--- src/rtl/mem_req_arbiter_if.sv ---
// rtl/mem_req_arbiter_if.sv - requester, downstream and status signals of the shared QSPI port arbiter
interface mem_req_arbiter_if;
  logic        i_read_req, d_read_req, u_read_req;
  logic        i_read_w, i_read_hw, d_read_w, d_read_hw, u_read_w;
  logic [31:0] i_read_adr, d_read_adr, u_read_adr;
  logic        d_write_req, u_write_req;
  logic        d_write_w, d_write_hw, u_write_w;
  logic [31:0] d_write_adr, u_write_adr, d_write_data, u_write_data;
  logic        read_valid, write_finish, timeout_clr;
  logic        read_req, write_req;
  logic        read_w, read_hw, write_w, write_hw;
  logic [31:0] read_adr, write_adr, write_data;
  logic        i_read_done, d_read_done, d_write_done, u_read_done, u_write_done;
  logic        busy;
  logic [2:0]  grant_id;
  logic        timeout_err;

  modport master (
    output i_read_req, d_read_req, u_read_req,
    output i_read_w, i_read_hw, d_read_w, d_read_hw, u_read_w,
    output i_read_adr, d_read_adr, u_read_adr,
    output d_write_req, u_write_req, d_write_w, d_write_hw, u_write_w,
    output d_write_adr, u_write_adr, d_write_data, u_write_data,
    output read_valid, write_finish, timeout_clr,
    input  read_req, write_req, read_w, read_hw, write_w, write_hw,
    input  read_adr, write_adr, write_data,
    input  i_read_done, d_read_done, d_write_done, u_read_done, u_write_done,
    input  busy, grant_id, timeout_err
  );

  modport slave (
    input  i_read_req, d_read_req, u_read_req,
    input  i_read_w, i_read_hw, d_read_w, d_read_hw, u_read_w,
    input  i_read_adr, d_read_adr, u_read_adr,
    input  d_write_req, u_write_req, d_write_w, d_write_hw, u_write_w,
    input  d_write_adr, u_write_adr, d_write_data, u_write_data,
    input  read_valid, write_finish, timeout_clr,
    output read_req, write_req, read_w, read_hw, write_w, write_hw,
    output read_adr, write_adr, write_data,
    output i_read_done, d_read_done, d_write_done, u_read_done, u_write_done,
    output busy, grant_id, timeout_err
  );
endinterface

--- src/rtl/mem_req_arbiter.sv ---
// rtl/mem_req_arbiter.sv - fixed-priority sequencer of CPU/UART accesses onto the single QSPI memory port
module mem_req_arbiter #(
  parameter int TIMEOUT_CYC = 4096,
  parameter int TCW         = 13
) (
  input logic              clk,
  input logic              rst_n,
  mem_req_arbiter_if.slave bus
);
  localparam int NSRC = 5;
  localparam int I_RD = 0;
  localparam int D_RD = 1;
  localparam int D_WR = 2;
  localparam int U_RD = 3;
  localparam int U_WR = 4;
  localparam logic [TCW-1:0] TMO_LAST = TCW'(TIMEOUT_CYC - 1);

  typedef enum logic [1:0] {IDLE = 2'd0, WAIT_RD = 2'd1, WAIT_WR = 2'd2} state_t;
  state_t state, state_nxt;

  logic [NSRC-1:0] req_vec, in_w, in_hw;
  logic [31:0]     in_adr  [NSRC];
  logic [31:0]     in_data [NSRC];

  logic [NSRC-1:0] pend, cap_w, cap_hw;
  logic [31:0]     cap_adr  [NSRC];
  logic [31:0]     cap_data [NSRC];

  logic [TCW-1:0]  tmo_cnt;
  logic [2:0]      gnt_id;
  logic [NSRC-1:0] done_q;
  logic            err_q;
  logic            rd_w_q, rd_hw_q, wr_w_q, wr_hw_q;
  logic [31:0]     rd_adr_q, wr_adr_q, wr_data_q;

  logic            win_valid, win_is_wr;
  logic [2:0]      win_idx;
  logic            grant, completion, tmo_hit, finish, abort;
  logic            read_req_c, write_req_c, busy_c;

  // Source index order doubles as priority: higher index wins.
  assign req_vec = {bus.u_write_req, bus.u_read_req, bus.d_write_req, bus.d_read_req, bus.i_read_req};
  assign in_w    = {bus.u_write_w, bus.u_read_w, bus.d_write_w, bus.d_read_w, bus.i_read_w};
  assign in_hw   = {1'b0, 1'b0, bus.d_write_hw, bus.d_read_hw, bus.i_read_hw};

  assign in_adr[I_RD]  = bus.i_read_adr;
  assign in_adr[D_RD]  = bus.d_read_adr;
  assign in_adr[D_WR]  = bus.d_write_adr;
  assign in_adr[U_RD]  = bus.u_read_adr;
  assign in_adr[U_WR]  = bus.u_write_adr;
  assign in_data[I_RD] = '0;
  assign in_data[D_RD] = '0;
  assign in_data[D_WR] = bus.d_write_data;
  assign in_data[U_RD] = '0;
  assign in_data[U_WR] = bus.u_write_data;

  always_comb begin
    win_valid = 1'b0;
    win_idx   = '0;
    for (int k = 0; k < NSRC; k++) begin
      if (pend[k]) begin
        win_valid = 1'b1;
        win_idx   = 3'(k);
      end
    end
    win_is_wr = (win_idx == 3'(D_WR)) || (win_idx == 3'(U_WR));
  end

  always_ff @(posedge clk or negedge rst_n) begin
    if (!rst_n) state <= IDLE;
    else        state <= state_nxt;
  end

  always_comb begin
    state_nxt = state;
    case (state)
      IDLE:    if (win_valid) state_nxt = win_is_wr ? WAIT_WR : WAIT_RD;
      WAIT_RD: if (bus.read_valid || tmo_hit) state_nxt = IDLE;
      WAIT_WR: if (bus.write_finish || tmo_hit) state_nxt = IDLE;
      default: state_nxt = IDLE;
    endcase
  end

  // The counter is cleared at grant, so a zero count marks the first wait cycle.
  always_comb begin
    busy_c      = (state != IDLE);
    read_req_c  = (state == WAIT_RD) && (tmo_cnt == '0);
    write_req_c = (state == WAIT_WR) && (tmo_cnt == '0);
    grant       = (state == IDLE) && win_valid;
    completion  = ((state == WAIT_RD) && bus.read_valid) ||
                  ((state == WAIT_WR) && bus.write_finish);
    tmo_hit     = busy_c && (tmo_cnt == TMO_LAST);
    finish      = completion || tmo_hit;
    abort       = tmo_hit && !completion;
  end

  // Pending clears at grant so the served source can queue a fresh request meanwhile.
  always_ff @(posedge clk or negedge rst_n) begin
    if (!rst_n) begin
      pend   <= '0;
      cap_w  <= '0;
      cap_hw <= '0;
      for (int k = 0; k < NSRC; k++) begin
        cap_adr[k]  <= '0;
        cap_data[k] <= '0;
      end
    end else begin
      for (int k = 0; k < NSRC; k++) begin
        if (grant && (win_idx == 3'(k))) begin
          pend[k] <= 1'b0;
        end else if (req_vec[k] && !pend[k]) begin
          pend[k]     <= 1'b1;
          cap_w[k]    <= in_w[k];
          cap_hw[k]   <= in_hw[k];
          cap_adr[k]  <= in_adr[k];
          cap_data[k] <= in_data[k];
        end
      end
    end
  end

  always_ff @(posedge clk or negedge rst_n) begin
    if (!rst_n) begin
      tmo_cnt   <= '0;
      gnt_id    <= '0;
      done_q    <= '0;
      err_q     <= 1'b0;
      rd_w_q    <= 1'b0;
      rd_hw_q   <= 1'b0;
      rd_adr_q  <= '0;
      wr_w_q    <= 1'b0;
      wr_hw_q   <= 1'b0;
      wr_adr_q  <= '0;
      wr_data_q <= '0;
    end else begin
      if (grant) begin
        tmo_cnt <= '0;
        gnt_id  <= win_idx + 3'd1;
        if (win_is_wr) begin
          wr_w_q    <= cap_w[win_idx];
          wr_hw_q   <= cap_hw[win_idx];
          wr_adr_q  <= cap_adr[win_idx];
          wr_data_q <= cap_data[win_idx];
        end else begin
          rd_w_q    <= cap_w[win_idx];
          rd_hw_q   <= cap_hw[win_idx];
          rd_adr_q  <= cap_adr[win_idx];
        end
      end else begin
        if (busy_c) tmo_cnt <= tmo_cnt + TCW'(1);
        if (finish) gnt_id <= '0;
      end

      for (int k = 0; k < NSRC; k++) begin
        done_q[k] <= finish && (gnt_id == 3'(k + 1));
      end

      if (abort)                err_q <= 1'b1;
      else if (bus.timeout_clr) err_q <= 1'b0;
    end
  end

  assign bus.read_req     = read_req_c;
  assign bus.write_req    = write_req_c;
  assign bus.busy         = busy_c;
  assign bus.grant_id     = gnt_id;
  assign bus.timeout_err  = err_q;
  assign bus.read_w       = rd_w_q;
  assign bus.read_hw      = rd_hw_q;
  assign bus.read_adr     = rd_adr_q;
  assign bus.write_w      = wr_w_q;
  assign bus.write_hw     = wr_hw_q;
  assign bus.write_adr    = wr_adr_q;
  assign bus.write_data   = wr_data_q;
  assign bus.i_read_done  = done_q[I_RD];
  assign bus.d_read_done  = done_q[D_RD];
  assign bus.d_write_done = done_q[D_WR];
  assign bus.u_read_done  = done_q[U_RD];
  assign bus.u_write_done = done_q[U_WR];
endmodule

--- src/flat_wrapper.sv ---
// flat-port wrapper written by rule: the top's interface ports become plain ports
module mem_req_arbiter_flat 
#(
  parameter int TIMEOUT_CYC = 4096,
  parameter int TCW         = 13
)
  (clk, rst_n, bus_i_read_req, bus_d_read_req, bus_u_read_req, bus_i_read_w, bus_i_read_hw, bus_d_read_w, bus_d_read_hw, bus_u_read_w, bus_i_read_adr, bus_d_read_adr, bus_u_read_adr, bus_d_write_req, bus_u_write_req, bus_d_write_w, bus_d_write_hw, bus_u_write_w, bus_d_write_adr, bus_u_write_adr, bus_d_write_data, bus_u_write_data, bus_read_valid, bus_write_finish, bus_timeout_clr, bus_read_req, bus_write_req, bus_read_w, bus_read_hw, bus_write_w, bus_write_hw, bus_read_adr, bus_write_adr, bus_write_data, bus_i_read_done, bus_d_read_done, bus_d_write_done, bus_u_read_done, bus_u_write_done, bus_busy, bus_grant_id, bus_timeout_err);
  mem_req_arbiter_if bus_i ();
  input logic clk;
  input logic rst_n;
  input wire logic [$bits(bus_i.i_read_req)-1:0] bus_i_read_req;
  input wire logic [$bits(bus_i.d_read_req)-1:0] bus_d_read_req;
  input wire logic [$bits(bus_i.u_read_req)-1:0] bus_u_read_req;
  input wire logic [$bits(bus_i.i_read_w)-1:0] bus_i_read_w;
  input wire logic [$bits(bus_i.i_read_hw)-1:0] bus_i_read_hw;
  input wire logic [$bits(bus_i.d_read_w)-1:0] bus_d_read_w;
  input wire logic [$bits(bus_i.d_read_hw)-1:0] bus_d_read_hw;
  input wire logic [$bits(bus_i.u_read_w)-1:0] bus_u_read_w;
  input wire logic [$bits(bus_i.i_read_adr)-1:0] bus_i_read_adr;
  input wire logic [$bits(bus_i.d_read_adr)-1:0] bus_d_read_adr;
  input wire logic [$bits(bus_i.u_read_adr)-1:0] bus_u_read_adr;
  input wire logic [$bits(bus_i.d_write_req)-1:0] bus_d_write_req;
  input wire logic [$bits(bus_i.u_write_req)-1:0] bus_u_write_req;
  input wire logic [$bits(bus_i.d_write_w)-1:0] bus_d_write_w;
  input wire logic [$bits(bus_i.d_write_hw)-1:0] bus_d_write_hw;
  input wire logic [$bits(bus_i.u_write_w)-1:0] bus_u_write_w;
  input wire logic [$bits(bus_i.d_write_adr)-1:0] bus_d_write_adr;
  input wire logic [$bits(bus_i.u_write_adr)-1:0] bus_u_write_adr;
  input wire logic [$bits(bus_i.d_write_data)-1:0] bus_d_write_data;
  input wire logic [$bits(bus_i.u_write_data)-1:0] bus_u_write_data;
  input wire logic [$bits(bus_i.read_valid)-1:0] bus_read_valid;
  input wire logic [$bits(bus_i.write_finish)-1:0] bus_write_finish;
  input wire logic [$bits(bus_i.timeout_clr)-1:0] bus_timeout_clr;
  output wire logic [$bits(bus_i.read_req)-1:0] bus_read_req;
  output wire logic [$bits(bus_i.write_req)-1:0] bus_write_req;
  output wire logic [$bits(bus_i.read_w)-1:0] bus_read_w;
  output wire logic [$bits(bus_i.read_hw)-1:0] bus_read_hw;
  output wire logic [$bits(bus_i.write_w)-1:0] bus_write_w;
  output wire logic [$bits(bus_i.write_hw)-1:0] bus_write_hw;
  output wire logic [$bits(bus_i.read_adr)-1:0] bus_read_adr;
  output wire logic [$bits(bus_i.write_adr)-1:0] bus_write_adr;
  output wire logic [$bits(bus_i.write_data)-1:0] bus_write_data;
  output wire logic [$bits(bus_i.i_read_done)-1:0] bus_i_read_done;
  output wire logic [$bits(bus_i.d_read_done)-1:0] bus_d_read_done;
  output wire logic [$bits(bus_i.d_write_done)-1:0] bus_d_write_done;
  output wire logic [$bits(bus_i.u_read_done)-1:0] bus_u_read_done;
  output wire logic [$bits(bus_i.u_write_done)-1:0] bus_u_write_done;
  output wire logic [$bits(bus_i.busy)-1:0] bus_busy;
  output wire logic [$bits(bus_i.grant_id)-1:0] bus_grant_id;
  output wire logic [$bits(bus_i.timeout_err)-1:0] bus_timeout_err;
  assign bus_i.i_read_req = bus_i_read_req;
  assign bus_i.d_read_req = bus_d_read_req;
  assign bus_i.u_read_req = bus_u_read_req;
  assign bus_i.i_read_w = bus_i_read_w;
  assign bus_i.i_read_hw = bus_i_read_hw;
  assign bus_i.d_read_w = bus_d_read_w;
  assign bus_i.d_read_hw = bus_d_read_hw;
  assign bus_i.u_read_w = bus_u_read_w;
  assign bus_i.i_read_adr = bus_i_read_adr;
  assign bus_i.d_read_adr = bus_d_read_adr;
  assign bus_i.u_read_adr = bus_u_read_adr;
  assign bus_i.d_write_req = bus_d_write_req;
  assign bus_i.u_write_req = bus_u_write_req;
  assign bus_i.d_write_w = bus_d_write_w;
  assign bus_i.d_write_hw = bus_d_write_hw;
  assign bus_i.u_write_w = bus_u_write_w;
  assign bus_i.d_write_adr = bus_d_write_adr;
  assign bus_i.u_write_adr = bus_u_write_adr;
  assign bus_i.d_write_data = bus_d_write_data;
  assign bus_i.u_write_data = bus_u_write_data;
  assign bus_i.read_valid = bus_read_valid;
  assign bus_i.write_finish = bus_write_finish;
  assign bus_i.timeout_clr = bus_timeout_clr;
  assign bus_read_req = bus_i.read_req;
  assign bus_write_req = bus_i.write_req;
  assign bus_read_w = bus_i.read_w;
  assign bus_read_hw = bus_i.read_hw;
  assign bus_write_w = bus_i.write_w;
  assign bus_write_hw = bus_i.write_hw;
  assign bus_read_adr = bus_i.read_adr;
  assign bus_write_adr = bus_i.write_adr;
  assign bus_write_data = bus_i.write_data;
  assign bus_i_read_done = bus_i.i_read_done;
  assign bus_d_read_done = bus_i.d_read_done;
  assign bus_d_write_done = bus_i.d_write_done;
  assign bus_u_read_done = bus_i.u_read_done;
  assign bus_u_write_done = bus_i.u_write_done;
  assign bus_busy = bus_i.busy;
  assign bus_grant_id = bus_i.grant_id;
  assign bus_timeout_err = bus_i.timeout_err;
  mem_req_arbiter #(.TIMEOUT_CYC(TIMEOUT_CYC), .TCW(TCW)) u_core (.clk(clk), .rst_n(rst_n), .bus(bus_i));
endmodule
--- config.mk ---
export PLATFORM = sky130hd
export DESIGN_NAME = mem_req_arbiter_flat
export DESIGN_NICKNAME = d
export VERILOG_FILES = /design/src/rtl/mem_req_arbiter_if.sv /design/src/rtl/mem_req_arbiter.sv /design/src/flat_wrapper.sv
export SDC_FILE = /design/constraint.sdc
export NUM_CORES = 1
export LEC_CHECK = 0
export BUFFER_PORTS_ARGS = -buffer_cell sky130_fd_sc_hd__buf_2
export CORE_MARGIN = 2
export CORE_UTILIZATION = 35
export DETAILED_ROUTE_END_ITERATION = 6
export GPL_ROUTABILITY_DRIVEN = 0
export PLACE_DENSITY = 0.57
export SYNTH_ARGS = -nofsm -noshare
export SYNTH_HDL_FRONTEND = slang
export SYNTH_SLANG_ARGS = --single-unit
--- constraint.sdc ---
create_clock -name clk -period 4.2 [get_ports clk]
set_input_delay 0.63 -clock clk [delete_from_list [all_inputs] [get_ports clk]]
set_output_delay 0.63 -clock clk [all_outputs]
set_load 0.01 [all_outputs]
==> results.ini, run 1 <==
[worst_setup_path]
cpPeakStageDelay_ns = 0.56
critical_path.endpoint = u_core.cap_data[68]
cp.buffers_inverters = 1
reg2regPathDepth = 7
worstPathArrival_ns = 3.49
critPathKind = reg -> reg
startpoint_type = register
rr_endpoint = u_core.cap_data[68]
critPathCaptureType = register
crit_start = u_core.pend[3]
path_cells = or2_2 -> and2_1 -> ha_1 -> o2111ai_2 -> nand3b_4 -> buf_12 -> mux2_4
critPathSlowestCell = nand3b_4
cp_top_family = simple AND/OR/NAND/NOR gates
path_depth = 7
reg2reg_from = u_core.pend[3]
worstPathMaxFanout = 34
rrSetupSlack_ns = 1.14
crit_required_ns = 4.63

[die]
rows = 76
die_y_um = 213.5
die_area_um2 = 45590
chipWidth_um = 213.5
core_um2 = 43170
io_pins = 354
start_util = 0.3559

[cts]
post_cts_buffers = 0
clk_pin_slew_ns = 0.06
clk_path_buf_depth = 3
cts_sinks = 361
cts_hold_buffers = 0
cts-resized-gates = 0
insertion_delay_ns = 0.56
numCtsBuffers = 43
clockRootBuffer = clkbuf_16
htreeDepth = 2
cts_tree = yes

[synth]
synth_edf_count = 0
synth.most_common_cell = dfrtp_1
post_synth.cell_area_avg_um2 = 12.67
ys_top_cells_by_area = dfrtp_1, mux2_2, mux2_4, o31ai_1, nand2_1
synth_commonest_cells = dfrtp_1, mux2_2, nand2_1
syn_area_um2 = 15360
yosys.area.top_type = dfrtp_1
synthFlopType = dfrtp_1
synth-seq-area-share = 0.5879
ys_types = 59
synth_top_area_frac = 0.5879
netlist_instances = 1213
synth_warnings = 0
ys_async_sr_fraction = 1.000
synth_nets = 1462
ys_ff_latch = 361

[timing]
period_minus_slack_ns = 3.059
hold_viol_final = 0
setup_violations = 0
rsz0062_at_grt = false
slew_headroom = 0.3243
max_freq_mhz = 327.0
setup_tns_ns = 0
setup_slack_ns = 1.141
worst_slew_pin_slew_ns = 1.011
maxSlewViolCount = 0
fin_worst_skew_ns = 0.01758
post-route-period-util = 0.7282

[outcome]
outcome = finished clean

[placement]
place_hpwl_mm = 31.04
place_area_um2 = 17790
io_buffers = 353
dp.cells = 2092
place_worst_setup_slack_ns = 1.105

[power]
p_leak_uw = 0.009216
vdd_drop_max_v = 0.0003437
power_per_cell_area_nw_per_um2 = 793.6

[cells_and_area]
final_cells = 2188
fillCellCount = 4079
area_growth_pct = 25.81
drive_above_1_share = 0.4390
fin_nets = 1801
stdcell_area_um2 = 19330

[grt]
grt_pass1_wl_mm = 70.08
grt_overflow_total = 0
grt_max_degree = 91
grt_pass1_vias = 11740
antenna_found_initial = 32
gr-usage-all-layers = 0.2045

[detailed_routing]
antenna_left = 0
dr.pass1.iters = 7
dr.first_iter.drc_count = 749
drc = 0
viasPerCell = 5.078
vias = 11110
wl_per_cell_um = 21.08
wl_mm = 46.12

[hold_path]
hold_path.class = in -> async

[flow_run]
cap_violations = 0

==> power breakdown <==
| group | switching, uW | internal [uW] | total, uW |
|---|---|---|---|
| sequential | 908 | 5130 | 6040 |
| combinational | 2870 | 2550 | 5420 |
| clock | 1460 | 2410 | 3880 |
==> metrics by stage <==
step,util,total power [uW],hold WS (ns)
4_1_cts,0.4465,15540,0.09257
3_5_place_dp,0.4122,11580,0.4624
6_report,0.4477,15340,0.09553
2_1_floorplan,-,9613,0.3344
3_3_place_gp,0.4122,11370,0.4569
5_1_grt,0.4476,16360,0.1346
==> cells in the final DEF (no fill, tap or decap), drive strengths merged, types with 13 or more instances in the layout <==
cell	n
and3	52
a21oi	38
buf	378
o21ai	57
diode	22
mux2i	13
mux2	231
nor2	43
o31ai	71
dfrtp	361
a222oi	21
nand2	136
clkbuf	64
==> registers in the layout, indices dropped and copies added (netlist names) <==
register	cells
u_core.bus.read_w	1
u_core.done_q	5
u_core.cap_hw	3
u_core.bus.grant_id	3
u_core.bus.read_adr	32
u_core.pend	5
u_core.bus.read_hw	1
u_core.bus.write_adr	32
u_core.bus.timeout_err	1
u_core.bus.write_data	32
u_core.cap_w	5
u_core.state	2
u_core.tmo_cnt	13
u_core.cap_data	64
u_core.bus.write_w	1
u_core.bus.write_hw	1
u_core.cap_adr	160
==> layout make-up <==
type | count | area (um2) | share of cell area
diodes | 22 | 55.05 | 0.002848
clock buffers | 64 | 1328 | 0.06868
clock inverters | 10 | 152.6 | 0.007897
inverters | 12 | 47.55 | 0.002460
multi-input cells | 756 | 5939 | 0.3073
flip-flops and latches | 361 | 9036 | 0.4675
well taps | 585 | 732.0 | 0.03787
repair buffers | 378 | 2039 | 0.1055
==> cells by family after synthesis <==
| logic type | share of synthesized area |
|---|---|
| mux | 0.1875 |
| flops | 0.5879 |
| simple gates | 0.08616 |
| compound gates | 0.1029 |
| buf+inv | 0.02980 |
| fa+ha+maj | 0.005700 |
==> how the worst min path moves through the flow <==
stage | endpoint | cells after the start | from
floorplan | u_core.bus.grant_id[0] | 0 | rst_n
global placement | u_core.bus.write_data[27] | 2 | u_core.bus.write_data[27]
detailed placement | u_core.bus.read_hw | 2 | u_core.bus.read_hw
CTS | u_core.bus.read_adr[13] | 1 | rst_n
global route | u_core.cap_adr[13] | 1 | rst_n
finish | u_core.cap_adr[47] | 1 | rst_n
==> layer usage <==
| metal | vias up | global-route usage | part of all wire | wire length, um |
|---|---|---|---|---|
| li1 | 5119 | - | - | - |
| met1 | 5542 | 0.2629 | 0.43 | 19680 |
| met2 | 329 | 0.3234 | 0.47 | 21820 |
| met3 | 100 | 0.05316 | 0.067 | 3067 |
| met4 | 20 | 0.09579 | 0.031 | 1439 |
| met5 | - | 0 | 0.0025 | 115 |
Note: power is estimated with default switching activity, not from simulation.
==> run 2, diff against run 1 <==
Settings changed: PLACE_DENSITY 0.57 to 0.59.
Clock period 4.2 ns to 2.5 ns, I/O delays scaled along.
==> run 2 against run 1 <==
Net effect:
- power rose by 69%
- largest power group unchanged
- non-clock buffer count rose by 37
- cell area rose by 2.0%
==> results.ini, run 2 (same netlist as run 1, synthesis figures left out) <==
[timing]
slew_headroom = 0.5606
fin_worst_skew_ns = 0.03031
setup_violations = 0
maxSlewViolCount = 0
hold_ws_ns = 0.04079
setup_tns_ns = 0
post-route-period-util = 0.9592
period_minus_slack_ns = 2.398
hold_viol_final = 0
worst_slew_pin_slew_ns = 0.6591
max_freq_mhz = 417.0
rsz0062_at_grt = false

[cells_and_area]
final_cell_mix = dfrtp_1, buf_2, mux2_2
max_flop_register = u_core.cap_adr
area_growth_pct = 28.32
stdcell_area_um2 = 19720
mostFrequentLayoutCell = dfrtp_1
drive_above_1_share = 0.4543
biggestRegsByFlops = u_core.cap_adr (160), u_core.cap_data (64)
fin_nets = 1836
largest_register_ffs = 160

[die]
start_util = 0.3559
rows = 76
die_area_um2 = 45590
core_um2 = 43170
chipWidth_um = 213.5
io_pins = 354
die_y_um = 213.5

[detailed_routing]
dr.pass1.iters = 7
wl_per_cell_um = 20.95
drc = 0
vias = 11270
dr.first_iter.drc_count = 690
wl_mm = 46.36
antenna_left = 0
viasPerCell = 5.093

[worst_setup_path]
cp_top_family = flip-flops
critPathKind = reg -> reg
critPathSlowestCell = dfrtp_2
crit_required_ns = 2.92
worstPathMaxFanout = 14
worstPathArrival_ns = 2.82
path_cells = inv_4 -> and2_4 -> inv_1 -> ha_1 -> nor2b_2 -> a311oi_4 -> buf_12 -> buf_12 -> mux2_2
cpPeakStageDelay_ns = 0.50
crit_path_frequent_cell = buf_12
startpoint_type = register
cp.buffers_inverters = 4
critPathCaptureType = register

[grt]
gr-usage-all-layers = 0.2021
grt_pass1_wl_mm = 69.66
grt_overflow_total = 0
grt_max_degree = 104
grt_pass1_vias = 11610
antenna_found_initial = 17

[cts]
clk_pin_slew_ns = 0.06
cts_sinks = 361
htreeDepth = 2
insertion_delay_ns = 0.56
cts_tree = yes
clockRootBuffer = clkbuf_16
numCtsBuffers = 41
clk_path_buf_depth = 3

[outcome]
outcome = finished clean

[power]
p_sw_uw = 8939
p_total_uw = 25990
p_int_uw = 17050
p_sw_frac = 0.3439
combPwrFrac = 0.370
pwr-share-seq = 0.390
power_per_cell_area_nw_per_um2 = 1318
p_leak_uw = 0.009426
p_clk_frac = 0.240
vdd_drop_max_v = 0.0006416

[hold_path]
hold_path.class = in -> reg

[placement]
place_hpwl_mm = 31.63
place_area_um2 = 18150
io_buffers = 353

[flow_run]
cap_violations = 0

## run 2: per-stage QoR
step,setup WS [ns],std cells,utilization
after floorplan,-0.0001303,1213,-
after global placement,0.1409,2120,0.4204
after detailed placement,0.07204,2120,0.4204
after CTS,0.005019,2197,0.4536
after global routing,0.01680,2212,0.4566
final,0.1019,2213,0.4567
## run 2: worst paths after layout
path | start | endpoint | slack (ns) | cells past startpoint
min | bus_i_read_adr[23] | u_core.cap_adr[151] | 0.04 | 2
max | u_core.pend[4] | u_core.cap_adr[138] | 0.10 | 9
min in group asynchronous | rst_n | u_core.bus.read_adr[16] | 0.41 | 2
max in group asynchronous | rst_n | u_core.cap_adr[123] | 1.27 | 3
max reg2reg | u_core.pend[4] | u_core.cap_adr[138] | 0.10 | 9
min reg2reg | u_core.bus.read_adr[3] | u_core.bus.read_adr[3] | 0.47 | 2
## run 2: worst reg2reg max path: stages (launching register included)
cell and delay (ns):
dfrtp_2 0.50, inv_4 0.10, and2_4 0.15, inv_1 0.06
ha_1 0.23, nor2b_2 0.19, a311oi_4 0.35, buf_12 0.17
buf_12 0.16, mux2_2 0.37
## run 2: per-layer routing
| layer | vias to the layer above | track usage | share of wire |
|---|---|---|---|
| met1 | 5661 | 0.2678 | 0.43 |
| met5 | - | 0 | 0.0019 |
| li1 | 5175 | - | - |
| met3 | 92 | 0.04643 | 0.059 |
| met2 | 328 | 0.3234 | 0.47 |
| met4 | 14 | 0.07687 | 0.031 |
## run 2: area by class of cell
cell class	count	area, um2
Clock buffer	63	1261
Multi-Input combinational cell	756	5972
Sequential cell	361	9037
Timing Repair Buffer	415	2500
Tap cell	585	732.0
Antenna cell	10	25.02
Inverter	12	47.55
Clock inverter	11	141.4
Fill cell	4033	23460
## run 2: timing repair
action                     in CTS  in global routing
setup endpoints to repair       0                 93
hold buffers                    3                  0
buffers inserted                0                  5
hold endpoints to repair       62                  0
resized for setup               0                  9
## run 2: power groups by stage
stage	combinational (uW)	clock (uW)	sequential, uW
final	9630	6230	10100
after global routing	10600	6640	10500
after CTS	9610	6410	10100
after detailed placement	9590	0	10200
after global placement	9370	0	10100
after floorplan	6110	0	10100
